File: src/rtl/pong_game_ctrl.sv
// Pong game sequencer: start/serve/score/win FSM with serve-delay counter and LFSR serve angle.
// Command pulses (ball_center, serve) are combinational in the cycle whose inputs trigger them.
module pong_game_ctrl #(
  parameter int WIN_SCORE   = 7,
  parameter int SERVE_DELAY = 60
) (
  input  logic       clk,
  input  logic       reset,
  input  logic       frame_tick,
  input  logic       start,
  input  logic       miss_left,
  input  logic       miss_right,
  output logic       ball_center,
  output logic       serve,
  output logic       serve_dir,
  output logic [2:0] angle_sel,
  output logic       ball_enable,
  output logic [3:0] score_l,
  output logic [3:0] score_r,
  output logic [1:0] winner,
  output logic [2:0] state
);

  typedef enum logic [2:0] {
    S_IDLE       = 3'd0,
    S_SERVE_WAIT = 3'd1,
    S_PLAY       = 3'd2,
    S_SCORED     = 3'd3,
    S_GAME_OVER  = 3'd4
  } state_e;

  state_e     state_q, state_d;
  logic       start_q;
  logic [7:0] cnt_q, cnt_d;
  logic [7:0] lfsr_q, lfsr_d;
  logic [2:0] angle_q, angle_d;
  logic       dir_q, dir_d;
  logic [3:0] score_l_q, score_l_d;
  logic [3:0] score_r_q, score_r_d;
  logic [1:0] winner_q, winner_d;

  logic       press;
  logic       delay_done;
  logic       miss_l_only;
  logic       miss_r_only;
  logic       any_miss;
  logic       win_l;
  logic       win_r;
  logic [2:0] lfsr_angle;

  assign press       = start & ~start_q;
  assign delay_done  = frame_tick & (({1'b0, cnt_q} + 9'd1) == 9'(SERVE_DELAY));
  assign miss_l_only = frame_tick & miss_left & ~miss_right;
  assign miss_r_only = frame_tick & miss_right & ~miss_left;
  assign any_miss    = frame_tick & (miss_left | miss_right);
  assign win_l       = (score_l_q == 4'(WIN_SCORE));
  assign win_r       = (score_r_q == 4'(WIN_SCORE));
  // Angle 0 would be a flat serve; it is remapped to the shallowest real angle.
  assign lfsr_angle  = (lfsr_q[2:0] == 3'd0) ? 3'b001 : lfsr_q[2:0];

  // State register and datapath registers.
  always_ff @(posedge clk) begin
    if (!reset) begin
      state_q   <= S_IDLE;
      start_q   <= 1'b0;
      cnt_q     <= 8'd0;
      lfsr_q    <= 8'h01;
      angle_q   <= 3'b001;
      dir_q     <= 1'b1;
      score_l_q <= 4'd0;
      score_r_q <= 4'd0;
      winner_q  <= 2'b00;
    end else begin
      state_q   <= state_d;
      start_q   <= start;
      cnt_q     <= cnt_d;
      lfsr_q    <= lfsr_d;
      angle_q   <= angle_d;
      dir_q     <= dir_d;
      score_l_q <= score_l_d;
      score_r_q <= score_r_d;
      winner_q  <= winner_d;
    end
  end

  // Next-state logic.
  always_comb begin
    state_d = state_q;
    case (state_q)
      S_IDLE, S_GAME_OVER: if (press) state_d = S_SERVE_WAIT;
      S_SERVE_WAIT:        if (delay_done) state_d = S_PLAY;
      S_PLAY:              if (any_miss) state_d = S_SCORED;
      S_SCORED:            state_d = (win_l || win_r) ? S_GAME_OVER : S_SERVE_WAIT;
      default:             state_d = S_IDLE;
    endcase
  end

  // FSM outputs; pulses are suppressed while reset is asserted.
  always_comb begin
    ball_center = 1'b0;
    serve       = 1'b0;
    ball_enable = 1'b0;
    case (state_q)
      S_IDLE, S_GAME_OVER: ball_center = reset & press;
      S_SERVE_WAIT:        serve       = reset & delay_done;
      S_PLAY:              ball_enable = 1'b1;
      S_SCORED:            ball_center = reset;
      default:             ball_center = 1'b0;
    endcase
  end

  // Datapath next values: delay counter, LFSR, serve parameters, scores, winner.
  always_comb begin
    cnt_d     = 8'd0;
    lfsr_d    = {lfsr_q[6:0], lfsr_q[7] ^ lfsr_q[5] ^ lfsr_q[4] ^ lfsr_q[3]};
    angle_d   = angle_q;
    dir_d     = dir_q;
    score_l_d = score_l_q;
    score_r_d = score_r_q;
    winner_d  = winner_q;
    case (state_q)
      S_IDLE, S_GAME_OVER: begin
        if (press) begin
          score_l_d = 4'd0;
          score_r_d = 4'd0;
          winner_d  = 2'b00;
          dir_d     = 1'b1;
        end
      end
      S_SERVE_WAIT: begin
        cnt_d = frame_tick ? cnt_q + 8'd1 : cnt_q;
        if (delay_done) angle_d = lfsr_angle;
      end
      S_PLAY: begin
        if (miss_l_only) begin
          score_r_d = (score_r_q == 4'hF) ? 4'hF : score_r_q + 4'd1;
          dir_d     = 1'b0;
        end else if (miss_r_only) begin
          score_l_d = (score_l_q == 4'hF) ? 4'hF : score_l_q + 4'd1;
          dir_d     = 1'b1;
        end
      end
      S_SCORED: begin
        if (win_l)      winner_d = 2'b01;
        else if (win_r) winner_d = 2'b10;
      end
      default: cnt_d = 8'd0;
    endcase
  end

  assign serve_dir = dir_q;
  assign angle_sel = serve ? lfsr_angle : angle_q;
  assign score_l   = score_l_q;
  assign score_r   = score_r_q;
  assign winner    = winner_q;
  assign state     = state_q;

endmodule

File: config.mk
export PLATFORM = sky130hd
export DESIGN_NAME = pong_game_ctrl
export DESIGN_NICKNAME = d
export VERILOG_FILES = /design/src/rtl/pong_game_ctrl.sv
export SDC_FILE = /design/constraint.sdc
export NUM_CORES = 1
export LEC_CHECK = 0
export ABC_AREA = 1
export CORE_AREA = 10 10 61 83
export DETAILED_ROUTE_END_ITERATION = 8
export DIE_AREA = 0 0 71 93
export PLACE_DENSITY = 0.73
export SYNTH_ARGS = -nofsm -noshare
export SYNTH_HDL_FRONTEND = slang
export SYNTH_SLANG_ARGS = --single-unit
File: constraint.sdc
create_clock -name clk -period 3.4 [get_ports clk]
set_input_delay 0.34 -clock clk [delete_from_list [all_inputs] [get_ports clk]]
set_output_delay 0.34 -clock clk [all_outputs]
set_load 0.02 [all_outputs]
== After elaboration in Yosys (flattened, before gate mapping) ==
Cells that the tools add are included.
Word-level totals
  word-level logic and storage cells: 85
  bits in registers: 34
  input port bits: 6
Operators by class
  muxes and demuxes: 26
  reduce and logical (&&, ||, !) cells: 13
  add/subtract/negate cells: 4
  eq/ne operators: 17
  bitwise logic cells: 16
Operator list (count)
  $mux 4: 6
  $mux 3: 6
  $pmux 4 s2: 2
  $ne 2x2->1 const B: 6
  $pmux 3 s4: 1
  $reduce_and 3->1: 4
  $add 8x1->9 const B: 1
  $and 1x1->1: 9
  $eq 9x6->1 const B: 1
  $add 4x1->4 const B: 2
  $add 8x1->8 const B: 1
  $eq 4x3->1 const B: 2
  $eq 4x4->1 const B: 2
  $eq 3x2->1 const B: 2
  $logic_not 3->1: 2
  $mux 2: 3
  $ne 3x3->1 const B: 2
  $mux 1: 5
  $pmux 1 s2: 2
  $pmux 2 s2: 1
  $reduce_and 2->1: 2
  $reduce_and 4->1: 1
  $reduce_bool 2->1: 2
  $eq 3x1->1 const B: 1
  6 further kinds: 10

== Longest topological paths before layout ==
Gate-level depths: netlist of the first run.
  depth after elaboration: 6
  gate-level depth with buffers: 12

== Worst setup path before layout of the first run ==
No wires, ideal clock.
  path kind: reg2out
  start point: register cnt_q[0]
  end point: output angle_sel[0]
  buffers on the path: 0
  arrival time: 1.698 ns
  setup slack: 1.362 ns
  cell stages (with the launch flop): 12
  cell sequence: dfxtp_1 ha_1 nand2_4 nor2_2 nand2_1 nand2_1 nand2_1 nor2_2 nand3_2 nor2_2 nand2_1 o21ai_1
Between the ends
  word-level cells in the longest chain between the ends: 6
Ends and longest elaborated chain
  start: declaration: RTL line 34  | logic [7:0] cnt_q, cnt_d;
  start signal: assignment: RTL line 76  | cnt_q <= cnt_d;
  $add 8x1->9: RTL line 52  | assign delay_done = frame_tick & (({1'b0, cnt_q} + 9'd1) == 9'(SERVE_DELAY));
  $eq 9x6->1: RTL line 52
  $and 1x1->1: RTL line 52
  $and 1x1->1: RTL line 105  | S_SERVE_WAIT: serve = reset & delay_done;
  $mux 1: RTL line 103  | case (state_q)
  $mux 3: RTL line 152  | assign angle_sel = serve ? lfsr_angle : angle_q;
  end: declaration: RTL line 16  | output logic [2:0] angle_sel,
Every way passes these cells.

== Worst setup path in the final report of the first run ==
Same ends and word-level chain as after synthesis.

==> results of run 1 <==
==> cells by family (layout without fill, tap and decap cells) <==
| logic type | after synthesis | in the layout |
|---|---|---|
| buf+inv | 45 | 75 |
| fa+ha+maj | 4 | 4 |
| simple gates | 117 | 117 |
| flops | 34 | 34 |
| compound gates | 46 | 46 |
| xor+xnor | 2 | 2 |
==> area by class of cell <==
class	instances	share of cell area, %
Clock buffer	5	3.203
Clock inverter	3	2.097
Inverter	40	6.989
Multi-Input combinational cell	169	41.23
Sequential cell	34	31.68
Tap cell	42	2.446
Timing Repair Buffer	27	12.35
==> metrics by stage <==
| step | area [sq um] | worst slack (ns) | utilization (%) | hold slack, ns |
|---|---|---|---|---|
| 3_3_place_gp | 2034 | 0.8326 | 56.85 | 0.3937 |
| 3_5_place_dp | 2034 | 0.7663 | 56.85 | 0.4118 |
| 2_1_floorplan | 1745 | 1.362 | - | 0.3905 |
| 6_report | 2148 | 0.4756 | 60.04 | 0.4163 |
| 5_1_grt | 2148 | 0.2532 | 60.04 | 0.4293 |
| 4_1_cts | 2148 | 0.4424 | 60.04 | 0.4201 |
==> layer usage <==
layer  global-route usage (%)  vias to the layer above
li1                         -                      853
met1                    12.68                      719
met2                    19.35                       24
met3                    3.704                        2
met4                    4.693                        0
met5                        0                        -
==> cell usage after synthesis <==
cell	count
or2_2	1
nor3_1	3
nand3_1	12
a31oi_1	1
buf_2	2
inv_2	4
o21ai_1	4
nand3b_1	1
clkbuf_1	2
nand2_4	2
a21oi_1	19
clkinv_1	1
xor2_1	1
o211ai_1	6
dfxtp_1	34
o21ai_4	1
nor3_4	1
buf_6	1
nor2_4	1
nor3_2	2
nand2_1	66
nor2_1	18
nor4_4	1
o21bai_1	1
nand4_1	4
ha_1	4
xnor2_1	1
nand3_2	1
o21ai_0	13
a22oi_1	1
nor2_2	4
inv_1	35
==> worst paths after layout <==
check	startpoint	end	slack, ns	cells after the start
setup / recovery	cnt_q[0]	angle_sel[0]	0.48	12
hold / removal	lfsr_q[0]	lfsr_q[1]	0.42	2
setup reg to reg	cnt_q[0]	state[1]	1.66	12
hold reg to reg	lfsr_q[0]	lfsr_q[1]	0.42	2
==> state kept, by name, indices dropped and copies added (netlist names) <==
signal,cells
winner,2
start_q,1
cnt_q,8
serve_dir,1
state,3
score_r,4
lfsr_q,8
score_l,4
angle_q,3
==> power groups by stage <==
stage          logic (mW)  clock network (mW)  registers (mW)
6_report            0.359               0.371           0.471
5_1_grt             0.395               0.397           0.476
3_3_place_gp        0.352                   0           0.480
4_1_cts             0.361               0.379           0.471
3_5_place_dp        0.357                   0           0.480
2_1_floorplan       0.232                   0           0.495
==> worst register-to-register path: cells and delay by family (launching register included) <==
family | cells | cell delay [ns]
adders and majority gates | 1 | 0.28
and+or+nand+nor | 11 | 0.92
DFF | 1 | 0.43
==> results.toml, run 1 <==
[run_status]
run_status = "finished, final reports clean"

[floorplan]
row_count = 26
ios = 26
die_height_um = 93
fp.dieW_um = 71
core_area_sq_um = 3578
start_util_pct = 48.78
dieArea_sq_um = 6603

[route]
routed.top_layer = "met4"
via_per_inst = 4.994
wl_met2_mm = 1.868
ant_nets = 0
drt_pass1_iterations = 4
route.detailed.drc = 0
wl_mm = 3.740
wl_met3_um = 151
drtIter0Drc = 118
vias = 1598
wl_per_cell_um = 11.69
wl_met1_mm = 1.688

[cts]
clkLatencyLatePin_ns = 0.28
cts_buffer_depth = 2
cts_tree = "done"
cts_hold_buf = 0
clock-sinks = 34
clk_pin_slew_worst_paths_ns = 0.08
cts_buffers = 5
cts-root-buf = "clkbuf_8"
postCtsSetupBuffers = 0
cts_resized = 0
cts_max_level = 2

[placement]
gp_congestion = 0.8468
hpwl_mm = 2.819
numPortBuffers = 25
dpl.cell_count = 312

[timing]
rsz0062_at_grt = "false"
fin_crit_sh_pct = 86.01
fin_worst_skew_ns = 0.01002
slew_viol_final = 0
clock.fmax_ghz = 0.3419
maxSlewHeadroom_pct = 72.46
setup_viol = 0
finalHoldViolCount = 0
layout_min_cycle_time_ns = 2.924
finalSetupTns_ns = 0
tightest_slew_ns = 0.4127

[pwr]
sw_frac_of_total_pct = 35.26
p_switching_mw = 0.4233
clock_power_share_pct = 30.9
p_seq_share_pct = 39.2
peakVddDrop_mv = 0.5285
p_per_area_nw_per_um2 = 558.8
power_leakage_nw = 0.9675
intPower_mw = 0.7772
power_mw = 1.200
power.share.combinational_pct = 29.9

[synth]
synth_top_area_share_pct = 39.00
seq_area_frac_synth_pct = 39.00
synthAdderAreaFrac_pct = 2.867
synth_compound_area_share_pct = 15.05
synth_area_leaders = "dfxtp_1 39%, nand2_1 14%, inv_1 7.5%"
synth.area.mux_share_pct = 0
syn_avg_cell_area_sq_um = 7.038
synth_top_family_by_area = "simple AND/OR/NAND/NOR gates"
post_synth_num_cell_types = 32
ys_ff_latch = 34
yosys.area.top_type = "dfxtp_1"
ys_warn_count = 0
synth_cells = 248
syn_area_sq_um = 1745
synth_nets = 258
synth_xor_area_share_pct = 1.004
synth-simple-area-share_pct = 31.83

[critical_path]
cp_max_fo = 6
slowest_delay_ns = 0.61
required_ns = 3.06
start_kind = "register"
cp.arrival_ns = 2.58
cp_common_cell = "nand2_1"
cp_slowest_cell = "clkdlybuf4s50_1"
end_kind = "primary output"
cp_cell_sequence = "ha_1 > nand2_4 > nor2_2 > nand2_1 > nand2_1 > nand2_1 > nor2_2 > nand3_2 > nor2_2 > nand2_1 > o21ai_1 > clkdlybuf4s50_1"
path_delay_family = "simple AND/OR/NAND/NOR gates"
critPathKind = "reg -> out"
crit_buf_inv = 1

[hold_path]
holdCritPathClass = "reg -> reg"

[grt]
grtUsageTotal_pct = 11.38
grt_max_degree = 15
grt_pass1_vias = 1458
grt_pass1_wl_mm = 6.375
gr-total-overflow = 0
antenna_found_initial = 0

[final_layout]
multi_input_area_sq_um = 885.9
insertedDiodeCount = 0
area.sequential_sq_um = 680.7
drive_gt1_share_pct = 10.07
instances_no_fill = 320
finalNetCount = 287
final_common_cell = "nand2_1"
area_growth_pct = 23.08
final_cell_mix = "66 x nand2_1, 35 x inv_1, 34 x dfxtp_1"
fill_cells = 357

[run]
cap_violations = 0
No activity file was read; power rests on OpenSTA's default activity.
==> inputs of run 2 (changes only) <==
Settings changed: MAX_ROUTING_LAYER set to met4.
==> results.toml, run 2 (same netlist as run 1, synthesis figures left out) <==
[grt]
grt_pass1_vias = 1459
grtUsageTotal_pct = 11.70
grt_pass1_wl_mm = 6.368
grt_max_degree = 15
gr-total-overflow = 0
antenna_found_initial = 0

[placement]
dpl.cell_count = 312
numPortBuffers = 25
gp_congestion = 0.8600
dp_slack_ns = 0.7663
hpwl_mm = 2.819

[timing]
clock.fmax_ghz = 0.3419
fin_worst_skew_ns = 0.01011
tightest_slew_ns = 0.4180
maxSlewHeadroom_pct = 72.10
timing.final.ws_setup_ns = 0.4755
finalHoldViolCount = 0
layout_min_cycle_time_ns = 2.925
rsz0062_at_grt = "false"
slew_viol_final = 0
fin_crit_sh_pct = 86.02
finalSetupTns_ns = 0
setup_viol = 0

[floorplan]
die_height_um = 93
start_util_pct = 48.78
ios = 26
dieArea_sq_um = 6603
core_area_sq_um = 3578
fp.dieW_um = 71
row_count = 26

[cts]
cts_tree = "done"
clk_pin_slew_worst_paths_ns = 0.08
cts_max_level = 2
cts_buffer_depth = 2
cts-root-buf = "clkbuf_8"
clock-sinks = 34
clkLatencyLatePin_ns = 0.28
postCtsSetupBuffers = 0
cts_hold_buf = 0
cts_buffers = 5
cts_resized = 0

[final_layout]
top_regs = "cnt_q x8, lfsr_q x8"
finalNetCount = 287
instances_no_fill = 320
multi_input_area_sq_um = 885.9
final_cell_mix = "66 x nand2_1, 35 x inv_1, 34 x dfxtp_1"
fill_cells = 357
drive_gt1_share_pct = 10.07
area.sequential_sq_um = 680.7
area_growth_pct = 23.08
fin_util_pct = 60.04
final_common_cell = "nand2_1"
insertedDiodeCount = 0

[route]
wl_per_cell_um = 11.69
drt_pass1_iterations = 4
vias = 1593
route.detailed.drc = 0
ant_nets = 0
via_per_inst = 4.978
wl_mm = 3.741
drtIter0Drc = 120

[critical_path]
start_kind = "register"
end_kind = "primary output"
critPathKind = "reg -> out"
cp.arrival_ns = 2.58
cp_max_fo = 6
required_ns = 3.06

[run]
cap_violations = 0

[pwr]
power_mw = 1.201
p_per_area_nw_per_um2 = 559.1
power_leakage_nw = 0.9675
peakVddDrop_mv = 0.5288

[run_status]
run_status = "finished, final reports clean"

[hold_path]
holdCritPathClass = "reg -> reg"
[run 2: cell counts in the layout (fill, tap and decap cells not counted)]
Identical to the previous run, type by type.
[run 2: worst max-delay path, cell delays in order, from the launching register on]
cell and delay (ns):
dfxtp_1 0.43, ha_1 0.28, nand2_4 0.07, nor2_2 0.10, nand2_1 0.05, nand2_1 0.07
nand2_1 0.06, nor2_2 0.11, nand3_2 0.09, nor2_2 0.14, nand2_1 0.13, o21ai_1 0.14
clkdlybuf4s50_1 0.61
[run 2: area by class of cell]
cell class              instances  area share, %
clock buffers                   5          3.203
flip-flops and latches         34          31.68
well taps                      42          2.446
repair buffers                 27          12.35
clock inverters                 3          2.097
multi-input cells             169          41.23
inverters                      40          6.989
[run 2: power breakdown]
group          leakage, nW  switching [mW]  internal, mW  total (mW)
Sequential           0.276          0.0435         0.428       0.471
Combinational        0.641           0.228         0.132       0.359
Clock               0.0504           0.153         0.218       0.371
[run 2: stage by stage]
stage | cell area (sq um) | hold slack (ns)
floorplan | 1745 | 0.3905
global placement | 2034 | 0.3937
detailed placement | 2034 | 0.4118
CTS | 2148 | 0.4201
global route | 2148 | 0.4293
finish | 2148 | 0.4162
[run 2: per-layer routing]
metal  track usage, %  vias up  share of wire, %
li1                 -      853                 -
met1            12.81      714                46
met2            19.35       24                50
met3            3.492        2               3.6
met4            4.693        0              0.83
met5                -        -                 0
[run 2: worst paths after layout]
kind / from / endpoint / slack (ns) / depth (start not counted)
max: cnt_q[0] / angle_sel[0] / 0.48 / 12
min: lfsr_q[0] / lfsr_q[1] / 0.42 / 2
max reg2reg: cnt_q[0] / state[1] / 1.66 / 12
min reg2reg: lfsr_q[0] / lfsr_q[1] / 0.42 / 2
